<file path="config.mk">
export PLATFORM = sky130hd
export DESIGN_NAME = register_file
export DESIGN_NICKNAME = d
export VERILOG_FILES = /design/src/rtl/s_machine_pkg.sv /design/src/rtl/rf_read_port.sv /design/src/rtl/register_file.sv
export SDC_FILE = /design/constraint.sdc
export NUM_CORES = 1
export LEC_CHECK = 0
export ABC_AREA = 1
export CAP_MARGIN = 20
export CORE_ASPECT_RATIO = 1.2
export CORE_UTILIZATION = 40
export CTS_CLUSTER_SIZE = 14
export DETAILED_ROUTE_END_ITERATION = 8
export GPL_ROUTABILITY_DRIVEN = 0
export GPL_TIMING_DRIVEN = 0
export SYNTH_ARGS = -nofsm -noshare
export SYNTH_HDL_FRONTEND = slang
export SYNTH_SLANG_ARGS = --single-unit
</file>
<file path="constraint.sdc">
create_clock -name clk -period 1.65 [get_ports clk]
set_clock_uncertainty 0.1 [all_clocks]
set_input_delay 0.33 -clock clk [delete_from_list [all_inputs] [get_ports clk]]
set_output_delay 0.33 -clock clk [all_outputs]
set_load 0.01 [all_outputs]
</file>
<file path="src/rtl/s_machine_pkg.sv">
// Shared S-Machine types and sizing constants for the register file.
package s_machine_pkg;

  localparam int WORD_W    = 16;
  localparam int REG_DEPTH = 8;
  localparam int REG_AW    = $clog2(REG_DEPTH);

  typedef logic [WORD_W-1:0] word_t;
  typedef logic [REG_AW-1:0] reg_addr_t;

endpackage

</file>
<file path="src/rtl/rf_read_port.sv">
// One registered read port of the register file: resolves range, zero-register,
// pending-hazard and write-bypass conditions and registers data/valid/stall.
module rf_read_port
  import s_machine_pkg::*;
#(
  parameter int WIDTH    = WORD_W,
  parameter int DEPTH    = REG_DEPTH,
  parameter int AW       = 3,
  parameter int ZERO_REG = 0,
  parameter int BYPASS   = 1
) (
  input  logic             clk,
  input  logic             rst_n,
  input  logic             rd_en,
  input  logic [AW-1:0]    addr,
  input  logic [WIDTH-1:0] word,
  input  logic             pend,
  input  logic             wr_en,
  input  logic [AW-1:0]    wr_addr,
  input  logic [WIDTH-1:0] wr_data,
  output logic [WIDTH-1:0] rd_data,
  output logic             rd_valid,
  output logic             rd_stall
);

  logic             in_range;
  logic             is_zero;
  logic             use_bypass;
  logic [WIDTH-1:0] data_reg, data_next;
  logic             valid_reg, valid_next;
  logic             stall_reg, stall_next;

  assign in_range   = (int'(addr) < DEPTH);
  assign is_zero    = (ZERO_REG != 0) && (addr == '0);
  // A same-cycle write only forwards when bypassing is built in.
  assign use_bypass = (BYPASS != 0) && wr_en && (wr_addr == addr);

  // Decide what this request returns; data holds unless a valid word is produced.
  always_comb begin
    data_next  = data_reg;
    valid_next = 1'b0;
    stall_next = 1'b0;
    if (rd_en) begin
      if (!in_range || is_zero) begin
        data_next  = '0;
        valid_next = 1'b1;
      end else if (pend && !use_bypass) begin
        stall_next = 1'b1;
      end else begin
        valid_next = 1'b1;
        data_next  = use_bypass ? wr_data : word;
      end
    end
  end

  // Output registers, cleared immediately by reset.
  always_ff @(posedge clk or negedge rst_n) begin
    if (!rst_n) begin
      data_reg  <= '0;
      valid_reg <= 1'b0;
      stall_reg <= 1'b0;
    end else begin
      data_reg  <= data_next;
      valid_reg <= valid_next;
      stall_reg <= stall_next;
    end
  end

  assign rd_data  = data_reg;
  assign rd_valid = valid_reg;
  assign rd_stall = stall_reg;

endmodule

</file>
<file path="src/rtl/register_file.sv">
// S-Machine general-purpose register file: DEPTH x WIDTH storage, one write
// port, two registered read ports with optional bypass, and a pending-write
// scoreboard used by decode to detect read-after-write hazards.
module register_file
  import s_machine_pkg::*;
#(
  parameter int WIDTH    = WORD_W,
  parameter int DEPTH    = REG_DEPTH,
  parameter int ZERO_REG = 0,
  parameter int BYPASS   = 1,
  localparam int AW      = (DEPTH > 1) ? $clog2(DEPTH) : 1
) (
  input  logic             clk,
  input  logic             rst_n,
  input  logic             wr_en,
  input  logic [AW-1:0]    wr_addr,
  input  logic [WIDTH-1:0] wr_data,
  input  logic             rsv_en,
  input  logic [AW-1:0]    rsv_addr,
  input  logic             rd_en_a,
  input  logic [AW-1:0]    rd_addr_a,
  output logic [WIDTH-1:0] rd_data_a,
  output logic             rd_valid_a,
  output logic             rd_stall_a,
  input  logic             rd_en_b,
  input  logic [AW-1:0]    rd_addr_b,
  output logic [WIDTH-1:0] rd_data_b,
  output logic             rd_valid_b,
  output logic             rd_stall_b,
  output logic [DEPTH-1:0] pending,
  output logic             rsv_err
);

  logic [WIDTH-1:0] regs_reg [DEPTH];
  logic [DEPTH-1:0] pending_reg;
  logic [DEPTH-1:0] wr_sel;
  logic [DEPTH-1:0] rsv_sel;
  logic             rsv_err_reg;
  logic             rsv_conflict;

  genvar gi;
  generate
    for (gi = 0; gi < DEPTH; gi++) begin : g_reg
      localparam bit IS_ZERO = (ZERO_REG != 0) && (gi == 0);

      // Out-of-range addresses never match any slot, so they are dropped here.
      assign wr_sel[gi]  = !IS_ZERO && wr_en  && (wr_addr  == AW'(gi));
      assign rsv_sel[gi] = !IS_ZERO && rsv_en && (rsv_addr == AW'(gi));

      // Register storage for slot gi.
      always_ff @(posedge clk or negedge rst_n) begin
        if (!rst_n) begin
          regs_reg[gi] <= '0;
        end else if (wr_sel[gi]) begin
          regs_reg[gi] <= wr_data;
        end
      end

      // Scoreboard bit: reserve sets it and wins over a same-cycle write.
      always_ff @(posedge clk or negedge rst_n) begin
        if (!rst_n) begin
          pending_reg[gi] <= 1'b0;
        end else if (rsv_sel[gi]) begin
          pending_reg[gi] <= 1'b1;
        end else if (wr_sel[gi]) begin
          pending_reg[gi] <= 1'b0;
        end
      end
    end
  endgenerate

  // Reserving a slot that is still pending and not being retired this cycle.
  assign rsv_conflict = |(rsv_sel & pending_reg & ~wr_sel);

  // Registered one-cycle error pulse.
  always_ff @(posedge clk or negedge rst_n) begin
    if (!rst_n) begin
      rsv_err_reg <= 1'b0;
    end else begin
      rsv_err_reg <= rsv_conflict;
    end
  end

  assign pending = pending_reg;
  assign rsv_err = rsv_err_reg;

  logic [WIDTH-1:0] word_a, word_b;
  logic             pend_a, pend_b;

  // Fetch the addressed word and pending bit for each port, guarding the range.
  always_comb begin
    word_a = '0;
    pend_a = 1'b0;
    word_b = '0;
    pend_b = 1'b0;
    if (int'(rd_addr_a) < DEPTH) begin
      word_a = regs_reg[rd_addr_a];
      pend_a = pending_reg[rd_addr_a];
    end
    if (int'(rd_addr_b) < DEPTH) begin
      word_b = regs_reg[rd_addr_b];
      pend_b = pending_reg[rd_addr_b];
    end
  end

  rf_read_port #(
    .WIDTH(WIDTH), .DEPTH(DEPTH), .AW(AW), .ZERO_REG(ZERO_REG), .BYPASS(BYPASS)
  ) u_port_a (
    .clk(clk), .rst_n(rst_n),
    .rd_en(rd_en_a), .addr(rd_addr_a), .word(word_a), .pend(pend_a),
    .wr_en(wr_en), .wr_addr(wr_addr), .wr_data(wr_data),
    .rd_data(rd_data_a), .rd_valid(rd_valid_a), .rd_stall(rd_stall_a)
  );

  rf_read_port #(
    .WIDTH(WIDTH), .DEPTH(DEPTH), .AW(AW), .ZERO_REG(ZERO_REG), .BYPASS(BYPASS)
  ) u_port_b (
    .clk(clk), .rst_n(rst_n),
    .rd_en(rd_en_b), .addr(rd_addr_b), .word(word_b), .pend(pend_b),
    .wr_en(wr_en), .wr_addr(wr_addr), .wr_data(wr_data),
    .rd_data(rd_data_b), .rd_valid(rd_valid_b), .rd_stall(rd_stall_b)
  );

endmodule

</file>
# Yosys cells after proc, flatten, opt, wreduce, memory -nomap -nowiden
# Index checks and enable logic that the tools add are counted.
# word_totals
regBits,173
out_inout_bits,45
wordCells,121
# classes
reduce_logical,35
magnitude_cmp,4
n_mux,36
n_bitwise,7
n_eq_ne,16
# ops
op,count
16-bit binary-select mux with 3-bit select,2
16-bit 2-to-1 mux,6
1-bit 2-to-1 mux,26
"3-bit equality test, second input constant",8
1-bit logical AND,20
8-bit AND,2
2-bit nonzero test,8
"3-bit by 2-bit equality test with 1-bit output, second input constant",4
"4-bit >= comparator, second input constant",2
"3-bit by 4-bit less-than comparator with 1-bit output, second input constant",2
3-bit inverter with 4-bit output,2
8-bit inverter,1
8-bit OR reduction,1
1-bit binary-select mux with 3-bit select,2
"3-bit by 1-bit equality test with 1-bit output, second input constant",2
3-bit equality test,2
3-bit logical NOT,2
2-bit AND reduction,2
1-bit logical NOT,2
1-bit inverter,2

# Longest topological paths before layout
# Gate-level depths: netlist of the first run.
# depth
word_depth,6
mapped_depth,12

# Hierarchy
# Synthesis of the first run repeated with hierarchy kept, for this count alone.
# unflattened
hier_cells,1314
area_unflattened_um2,9805.7
# by_module_without_submodules
module,area_per_inst_um2,seq_area_each_um2,instances,cells_per_inst
register_file,7813.7,3428.3,1,1032
rf_read_port,996.0,450.4,2,141

# Worst setup path before layout of the first run
# OpenSTA, ideal clock, no wires.
# synth_path
path_kind,input-to-reg
startpoint,input rd_addr_a[0]
endpoint,"register u_port_a.data_reg[10], in the netlist u_port_a.rd_data[10]"
n_path_buf,2
stages,11
arrival_time_ns,1.347
required_ns,1.432
setup_ns,0.118
setup_slack_ns,0.086
cell_sequence,buf_4 > inv_2 > nand2_1 > nand2_1 > nor2_4 > nand2_4 > nand3_2 > nand2_4 > buf_6 > nand2_1 > o21ai_2
# synth_between
elab_chain_len,6
# synth_rtl
item,line,rtl
"start, declared",register_file.sv:21,"input logic [AW-1:0] rd_addr_a,"
branches (longest 6 deep; another with 16-bit binary-select mux with 3-bit select),-,
"end signal, assigned",rf_read_port.sv:63,data_reg <= data_next;
"end, declared",rf_read_port.sv:29,"logic [WIDTH-1:0] data_reg, data_next;"
# Several ways; the timed one is not identified. The select of a mux whose other input is x is not followed.
# A chain may end at the register's enable or synchronous reset.

# Worst setup path after layout of the first run
# layout_path
startpoint,"register pending_reg[6], in the netlist pending[6]"
endpoint,output pending[6]
# layout_lines
item,line,rtl
"start, declared",register_file.sv:35,logic [DEPTH-1:0] pending_reg;
"start signal, assigned by index",register_file.sv:62,pending_reg[gi] <= 1'b0;
"start signal, assigned by index",register_file.sv:64,pending_reg[gi] <= 1'b1;
"start signal, assigned by index",register_file.sv:66,pending_reg[gi] <= 1'b0;
"end, declared",register_file.sv:30,"output logic [DEPTH-1:0] pending,"
# No word-level cell between the ends.

==> results of run 1 <==
==> layout make-up <==
class                   instances  area, µm²
clock buffers                  17        425
inverters                      46        181
clock inverters                15        146
fillers                      2297      11500
multi-input cells             993       4360
flip-flops and latches        173       4330
repair buffers                 83        773
well taps                     310        388
plain buffers                  84        479
==> power groups by stage <==
stage | combinational, mW | clock (mW) | sequential, mW
after global routing | 3.60 | 4.21 | 5.92
after floorplan | 1.80 | 0 | 5.83
final | 3.21 | 4.01 | 5.82
after detailed placement | 3.29 | 0 | 5.89
after global placement | 3.23 | 0 | 5.88
after CTS | 3.16 | 4.03 | 5.79
==> kinds of logic after synthesis <==
group,share of synthesized area (%)
compound gates,9.09
buf+inv,6.59
flops,46.7
simple gates,37.6
==> layer usage <==
layer  part of all wire (%)  track usage [%]
met1                     43             40.0
met2                     45             47.1
met3                    7.6             4.58
met4                    3.6             12.9
met5                      0                0
==> what timing repair did <==
item                                    CTS  global route
resized for setup                        75            23
buffers inserted                          7             2
hold buffers                              1             0
hold endpoints to repair                 85             0
cloned                                    0             0
pin swaps                                 2             1
endpoints found under the setup margin  211           134
==> Yosys cell counts, drive strengths merged <==
cell type  count  area share, %
a21oi         16           0.86
buf           48            3.2
clkbuf        36            1.5
clkinv         4           0.20
dfrtp        173             47
inv           42            1.8
nand2        542             22
nand3        248             13
nor2          36            1.6
nor3           6           0.32
o21ai        144            8.2
or2            1          0.068
==> worst max-delay path by stage <==
stage / to / depth (start not counted)
global placement: u_port_b.rd_data[11]$_DFFE_PN0P_ / 1
floorplan: u_port_a.rd_data[10]$_DFFE_PN0P_ / 11
detailed placement: regs_reg[7]$_DFFE_PN0P_ / 5
finish: pending[6] / 1
CTS: regs_reg[85]$_DFFE_PN0P_ / 7
global route: u_port_a.rd_data[10]$_DFFE_PN0P_ / 10
==> per-stage QoR <==
step / hold slack [ns] / worst slack (ns)
floorplan: -0.0656 / 0.0858
global placement: 0.366 / -7.29
detailed placement: 0.281 / -0.753
CTS: 0.207 / 0.00326
global route: 0.233 / -0.000145
finish: 0.215 / 0.0686
==> results.ini, run 1 <==
[worst_setup_path]
endpoint_kind = primary output
ff2ff_path_depth = 10
cp_top_family = flip-flops
rr_endpoint = u_port_a.rd_data[10]$_DFFE_PN0P_
cp-startpoint = pending[6]$_DFFE_PN0P_
critPathSlowestCell = dfrtp_1
crit_chain = dlygate4sd2_1
r2r_slack_ns = 0.10
r2r-start = pending[7]$_DFFE_PN0P_
path_buf_inv = 1
slowest_delay_ns = 0.41
startpoint_type = flop
cp.arrival_ns = 1.15
path_max_fanout = 4
crit_required_ns = 1.22
crit_type = flop to primary output

[logic_synthesis]
ys_warn_count = 0
yosysUniqueCellTypes = 24
synth_fp_nets = 1330
syn_area_per_cell_um2 = 7.15
mappedNetlistArea_um2 = 9270
ys_seq_elements = 173
synthCells = 1296
yosysSeqAreaShare_pct = 46.7

[clocking]
numCtsBuffers = 17
clkTransAtPathRegs_ns = 0.07
cts_max_level = 4
cts_tree = yes
clock_latency_ns = 0.45
max-clock-path-buffers = 2
cts-root-buf = clkbuf_16
clock-sinks = 173

[status]
status = completed

[power_and_ir_drop]
p_total_mw = 13.0
p_sw_mw = 4.63
p_comb_share_pct = 24.6
p_per_area_nw_per_um2 = 1180
ir_worst_vdd_mv = 0.609
internal_power_mw = 8.40
sw_frac_of_total_pct = 35.5
pwr-share-seq_pct = 44.6
clockPowerShare_pct = 30.8
power.leakage_nw = 5.49

[finish]
final_cell_mix = nand2_1, nand3_1, dfrtp_1, o21ai_0, dlygate4sd2_1
largest_register_ffs = 128
syn_to_final_growth_pct = 19.6
antenna_cells = 0
fin_cells = 1721
final_common_cell = nand2_1
final_area_um2 = 11100
nets = 1432
layout-drive-gt1-share_pct = 10.9
final_util_pct = 49.1

[sta]
setup_violations = 0
worstMarginPinSlew_ns = 0.705
drv_slew = 0
period_needed_ns = 1.58
finalSetupTns_ns = 0
max_freq_ghz = 0.632
hold_viol = 0
fin_crit_sh_pct = 95.8
slew-limit-headroom_pct = 53.0

[placement]
io_buffers = 72
placed_cell_area_um2 = 10400
dp_cells = 1679
hpwlAfterDp_mm = 25.2

[die]
core-area_um2 = 22600
ioPinCount = 79
rows = 60
die_y_um = 169
die_w_um = 141
start_util_pct = 41.0
die-area_um2 = 23800

[job]
max_cap_violations = 0

[route]
drc = 0
via_per_inst = 5.42
antenna_left = 0
drt-wirelength-per-cell_um = 19.6
wirelength_mm = 33.7
routed-via-count = 9325
drtIter0Drc = 1087
drtPass1Iterations = 5

[global_routing]
grt-ovfl-total = 0
grt_usage_pct = 29.6
grt_pass1_wl_mm = 52.5
grt_max_degree = 89
grt_pass1_vias = 8910
antenna_found_initial = 0

[worst_hold_path]
hold_path.class = input pin to flop
hold_start = rd_addr_a[2]
hold_path_end = u_port_a.rd_stall$_DFF_PN0_
hold_depth = 4

No activity file was read; power rests on OpenSTA's default activity.
==> run 2, diff against run 1 <==
Settings changed: CORE_MARGIN set to 2, SYNTH_HIERARCHICAL set to 1.
==> run 2 against run 1 <==
The flow now finishes with violations (setup timing). Clock-buffer cell count grew 2. Sequential share of layout area decreased by 3.1 points. Synthesized cell count is 1.4% higher. Clock power grew 6.2%. Flip-flop and latch count did not move. Core utilization is 1.0 points higher. Synthesized area increased by 5.8%. Critical path depth rose by 10. Total power grew 4.1%. Final cell count increased by 2.8%. Global-route usage is 2.1 points lower. Critical endpoint is now u_port_b/rd_data[3]$_DFFE_PN0P_. Highest routed layer unchanged.
==> results.ini, run 2 <==
[logic_synthesis]
synth_top_family_by_area = simple AND/OR/NAND/NOR gates
synth_ff_type = dfrtp_1
ys_seq_elements = 173
synth_fp_nets = 1348
ys_warn_count = 6
yosysSeqAreaShare_pct = 44.1
synth_compound_area_share_pct = 22.7
synthCells = 1314
synth_area_leaders = dfrtp_1, nand2_1, o21ai_1
synth_xor_area_share_pct = 0
yosysTopAreaCell = dfrtp_1
synthSimpleGateAreaFrac_pct = 23.5
synthMostInstantiatedCell = nand2_1
yosysUniqueCellTypes = 26
synth.area.mux_share_pct = 0
synthAdderAreaFrac_pct = 0
synth-edff-count = 0
synthTopCellsByCount = nand2_1, dfrtp_1, o21ai_1
syn_area_per_cell_um2 = 7.46
mappedNetlistArea_um2 = 9810
synth_top_area_share_pct = 44.1
async_flop_share_pct = 100

[die]
start_util_pct = 40.8
ioPinCount = 79
core-area_um2 = 24000
rows = 62
die-area_um2 = 25800
die_w_um = 147
die_y_um = 176

[power_and_ir_drop]
internal_power_mw = 8.99
power.leakage_nw = 6.01
clockPowerShare_pct = 31.4
p_comb_share_pct = 26.4
p_sw_mw = 4.58
ir_worst_vdd_mv = 0.777
p_per_area_nw_per_um2 = 1130
sw_frac_of_total_pct = 33.7
pwr-share-seq_pct = 42.2
p_total_mw = 13.6

[clocking]
clock_latency_ns = 0.45
cts_max_level = 4
clock-sinks = 173
clkTransAtPathRegs_ns = 0.07
numCtsBuffers = 17
max-clock-path-buffers = 2
cts_tree = yes
cts-root-buf = clkbuf_16

[route]
drt-wirelength-per-cell_um = 19.8
drc = 0
antenna_left = 0
drtIter0Drc = 965
wirelength_mm = 35.0
drtPass1Iterations = 6
routed-via-count = 9782
via_per_inst = 5.53

[global_routing]
grt-ovfl-total = 0
grt_pass1_wl_mm = 53.1
antenna_found_initial = 0
grt_pass1_vias = 9273
grt_usage_pct = 27.5
grt_max_degree = 98

[finish]
fill_cells = 2437
multi_input_area_um2 = 4690
final_area_um2 = 12000
nets = 1472
largest_register_ffs = 128
final_cell_mix = nand2_1, dfrtp_1, o21ai_1, o21ai_0, nor2_1
final_common_cell = nand2_1
register_area_um2 = 4330
antenna_cells = 0
layout-drive-gt1-share_pct = 17.1
syn_to_final_growth_pct = 22.9

[worst_setup_path]
r2r_slack_ns = -0.006
crit_type = flop to flop
critPathSlowestCell = dfrtp_1
path_max_fanout = 5
cp-startpoint = pending[2]$_DFFE_PN0P_
r2r-start = pending[2]$_DFFE_PN0P_
crit_chain = buf_6 -> inv_4 -> a21oi_2 -> o21ai_1 -> nand2_1 -> nand2_2 -> nand2_4 -> a21oi_4 -> buf_6 -> nand2_1 -> nand2_2
crit_required_ns = 1.93
endpoint_kind = flop
slowest_delay_ns = 0.39
startpoint_type = flop
cp.arrival_ns = 1.94

[placement]
dp_slack_ns = -1.11
io_buffers = 78
placed_cell_area_um2 = 11000
hpwlAfterDp_mm = 26.2

[sta]
worstMarginPinSlew_ns = 0.611
rsz0062_at_grt = true
hold_viol = 0
setup_violations = 1
drv_slew = 0
period_needed_ns = 1.66
max_freq_ghz = 0.604
fin_crit_sh_pct = 100
slew-limit-headroom_pct = 59.3
worst_slack_ns = -0.00618

[job]
max_cap_violations = 0

[status]
violations = setup timing
status = complete, but fails checks

[worst_hold_path]
hold_path.class = input pin to async pin

[run 2: changes by cell type after synthesis, moves of 6 or more]
cell | previous run | this run
inv_1 | 26 | 72
clkbuf_2 | 0 | 7
o21ai_2 | 11 | 41
buf_6 | 4 | 34
o21ai_0 | 120 | 147
o21ai_1 | 13 | 148
nor2_1 | 34 | 79
nand2_1 | 539 | 431
nand2_2 | 1 | 11
inv_2 | 14 | 2
nand3_1 | 247 | 39
nor3_1 | 6 | 0
a21oi_1 | 16 | 72
clkbuf_1 | 36 | 6
[run 2: layer usage]
| layer | global-route usage, % | share of wire (%) | vias up |
|---|---|---|---|
| met3 | 4.44 | 7.0 | 105 |
| met2 | 44.7 | 47 | 480 |
| met1 | 35.8 | 42 | 4643 |
| met4 | 13.3 | 4.7 | 0 |
| met5 | 0 | 0 | - |
| li1 | - | - | 4554 |
[run 2: timing repair]
item,in CTS,in global routing
buffers inserted,13,9
pin swaps,6,21
cloned,2,1
endpoints found under the hold margin,76,0
endpoints found under the setup margin,81,36
resized for setup,98,58
hold buffers,1,0
[run 2: per-stage QoR]
step / std cells / hold slack (ns) / setup TNS (ns) / utilization (%)
after floorplan: 1314 / -0.0656 / 0 / -
after CTS: 1760 / 0.383 / -0.00144 / 49.2
after detailed placement: 1713 / 0.257 / -68.36 / 45.8
after global placement: 1712 / 0.366 / -1301.78 / 45.7
after global routing: 1770 / 0.406 / -0.841 / 50.1
final: 1770 / 0.366 / -0.00618 / 50.1
[run 2: path summary, 6_finish.rpt]
| kind | end | cells after the start |
|---|---|---|
| hold reg to reg | regs_reg[43]$_DFFE_PN0P_ | 2 |
| max in group asynchronous | regs_reg[99]$_DFFE_PN0P_ | 3 |
| setup reg to reg | u_port_b/rd_data[3]$_DFFE_PN0P_ | 11 |
| hold / removal | regs_reg[38]$_DFFE_PN0P_ | 2 |
| setup / recovery | u_port_b/rd_data[3]$_DFFE_PN0P_ | 11 |
| min in group clk | regs_reg[43]$_DFFE_PN0P_ | 2 |
[run 2: kinds of logic after synthesis]
group,Yosys count
compound gates,410
buf+inv,160
flops,173
simple gates,571
[run 2: worst max-delay path, delay by kind of cell (launching register included)]
kind,cells,cell delay (ns)
buffers and inverters,3,0.34
AO/OA/AOI/OAI,3,0.29
flip-flops,1,0.39
AND/OR/NAND/NOR,5,0.46
[run 2: final cells by class]
type                    instances  area share, %
clock buffers                  19           3.76
repair buffers                105           8.15
multi-input cells             981           39.0
plain buffers                  82           5.99
clock inverters                12           1.32
flip-flops and latches        173           36.0
inverters                      78           2.53
well taps                     320           3.32
[run 2: power groups by stage]
stage                     sequential, mW  combinational, mW  clock (mW)
after floorplan                     5.70               1.93           0
after global placement              5.76               3.37           0
after detailed placement            5.76               3.43           0
after CTS                           5.68               3.41        4.33
after global routing                5.82               3.95        4.49
final                               5.72               3.58        4.26
==> run 3, diff against run 2 <==
Settings changed: DONT_BUFFER_PORTS set to 1.
==> run 3 against run 2 <==
Die area did not move. Largest cell class unchanged. Combinational power fell by 23%. Sequential share of layout area rose by 3.2 points. Worst setup slack improved by 0.015 ns. Critical path depth did not move. Register-to-register slack improved by 0.02 ns. The run ends with hold timing left. Final area fell by 8.2%. Wire length fell by 3.4%. Via count fell by 4.8%.
==> results.ini, run 3 (synthesized netlist as in run 2, its figures left out) <==
[placement]
hpwlAfterDp_mm = 25.2
placed_cell_area_um2 = 10200
io_buffers = 0

[finish]
syn_to_final_growth_pct = 12.8
largest_register_ffs = 128
nets = 1379
layout-drive-gt1-share_pct = 16.3
antenna_cells = 0
fill_cells = 2541
final_cell_mix = nand2_1, dfrtp_1, o21ai_1, o21ai_0, nor2_1
final_common_cell = nand2_1
final_area_um2 = 11100

[worst_setup_path]
crit_type = flop to flop
slowest_delay_ns = 0.46
startpoint_type = flop
critPathSlowestCell = dfrtp_2
crit_required_ns = 1.89
crit_chain = inv_2 -> a21oi_2 -> o21ai_1 -> nand2_1 -> nand2_2 -> nand2_4 -> nand2_4 -> nand2_8 -> clkbuf_16 -> nand2_2 -> nand2_1
path_max_fanout = 6
endpoint_kind = flop
cp.arrival_ns = 1.88

[route]
drt-wirelength-per-cell_um = 20.2
drc = 0
drtPass1Iterations = 6
wirelength_mm = 33.8
via_per_inst = 5.55
routed-via-count = 9314
antenna_left = 0
drtIter0Drc = 903

[clocking]
clkTransAtPathRegs_ns = 0.07
cts_max_level = 4
numCtsBuffers = 17
holdBufCountCts = 2
cts_tree = yes
clock-sinks = 173
clock_latency_ns = 0.45
cts-root-buf = clkbuf_16
max-clock-path-buffers = 2

[sta]
rsz0062_at_grt = true
setup_violations = 0
whs_ns = -0.518
worstMarginPinSlew_ns = 0.646
slew-limit-headroom_pct = 57.0
drv_slew = 0
max_freq_ghz = 0.610
fin_crit_sh_pct = 99.4
period_needed_ns = 1.64
hold_viol = 174

[power_and_ir_drop]
p_sw_mw = 4.33
pwr-share-seq_pct = 45.9
power.leakage_nw = 5.41
p_per_area_nw_per_um2 = 1160
ir_worst_vdd_mv = 0.737
p_comb_share_pct = 21.6
sw_frac_of_total_pct = 33.9
internal_power_mw = 8.45
clockPowerShare_pct = 32.4

[die]
die_w_um = 147
die_y_um = 176
start_util_pct = 40.8
ioPinCount = 79
core-area_um2 = 24000
die-area_um2 = 25800
rows = 62

[global_routing]
grt_pass1_wl_mm = 51.4
antenna_found_initial = 0
grt-ovfl-total = 0
grt_max_degree = 174
grt_usage_pct = 26.4
grt_pass1_vias = 8931

[status]
violations = hold timing
status = complete, but fails checks

[job]
max_cap_violations = 0

[worst_hold_path]
hold_path.class = input pin to async pin

==> run 3: changes by cell type in the layout (fill, tap and decap cells not counted), moves of 4 or more <==
cell             change
buf_2                +4
buf_4               -14
buf_6                -5
clkbuf_1             +5
clkdlybuf4s50_1     -22
clkinvlp_4           +4
dlygate4sd2_1       -46
nand2_1              +4
==> run 3: final timing paths <==
| kind | start | cells after the start | slack, ns | end |
|---|---|---|---|---|
| worst max register to register | pending[2]$_DFFE_PN0P_ | 11 | 0.009 | u_port_b/rd_data[4]$_DFFE_PN0P_ |
| worst max-delay path | pending[2]$_DFFE_PN0P_ | 11 | 0.009 | u_port_b/rd_data[4]$_DFFE_PN0P_ |
| worst min register to register | regs_reg[43]$_DFFE_PN0P_ | 2 | 0.38 | regs_reg[43]$_DFFE_PN0P_ |
| min in group clk | rd_en_b | 3 | 0 | u_port_b/rd_data[11]$_DFFE_PN0P_ |
| worst min-delay path | rst_n | 0 | -0.52 | regs_reg[40]$_DFFE_PN0P_ |
| max in group asynchronous | rst_n | 0 | 1.53 | regs_reg[92]$_DFFE_PN0P_ |
==> run 3: metal layers <==
| metal | global-route usage [%] | up-vias | share of wire [%] |
|---|---|---|---|
| li1 | - | 4342 | - |
| met1 | 34.6 | 4433 | 41 |
| met2 | 41.7 | 451 | 45 |
| met3 | 6.81 | 88 | 9.6 |
| met4 | 10.7 | 0 | 3.8 |
| met5 | 0 | - | 0 |
==> run 3: per-stage QoR <==
step | setup WS [ns] | power, mW | TNS [ns] | std cells | utilization [%]
final | 0.00932 | 12.8 | 0 | 1678 | 46.0
after global placement | -0.472 | 8.40 | -11.46 | 1634 | 42.4
after detailed placement | -0.511 | 8.47 | -11.54 | 1634 | 42.4
after CTS | -0.0126 | 12.7 | -0.0126 | 1673 | 45.4
after floorplan | 0.0179 | 7.63 | 0 | 1314 | -
after global routing | -0.0418 | 13.4 | -0.417 | 1678 | 46.0
==> run 3: timing repair <==
action / CTS / global route
setup buffers: 5 / 2
endpoints found under the hold margin: 181 / 174
endpoints found under the setup margin: 33 / 33
resized for setup: 13 / 42
pin swaps: 3 / 11
gates cloned: 0 / 3
==> run 3: power groups by stage <==
stage / combinational [mW] / clock, mW / sequential, mW
2_1_floorplan: 1.93 / 0 / 5.70
3_3_place_gp: 2.50 / 0 / 5.90
3_5_place_dp: 2.56 / 0 / 5.91
4_1_cts: 2.62 / 4.19 / 5.85
5_1_grt: 3.11 / 4.35 / 5.99
6_report: 2.76 / 4.15 / 5.87
==> run 3: worst max-delay path, delay by kind of cell, from the launching register on <==
family	cells	cell delay (ns)
and+or+nand+nor	7	0.60
DFF	1	0.46
buffers and inverters	2	0.27
AOI/OAI and AO/OA	2	0.12
==> run 3: layout make-up <==
type / instances / area (µm²) / area share, %
multi-input cells: 981 / 4650 / 42.1
flip-flops and latches: 173 / 4340 / 39.2
repair buffers: 12 / 125 / 1.13
inverters: 78 / 300 / 2.71
plain buffers: 82 / 656 / 5.93
clock inverters: 12 / 136 / 1.23
well taps: 320 / 400 / 3.62
clock buffers: 20 / 457 / 4.13
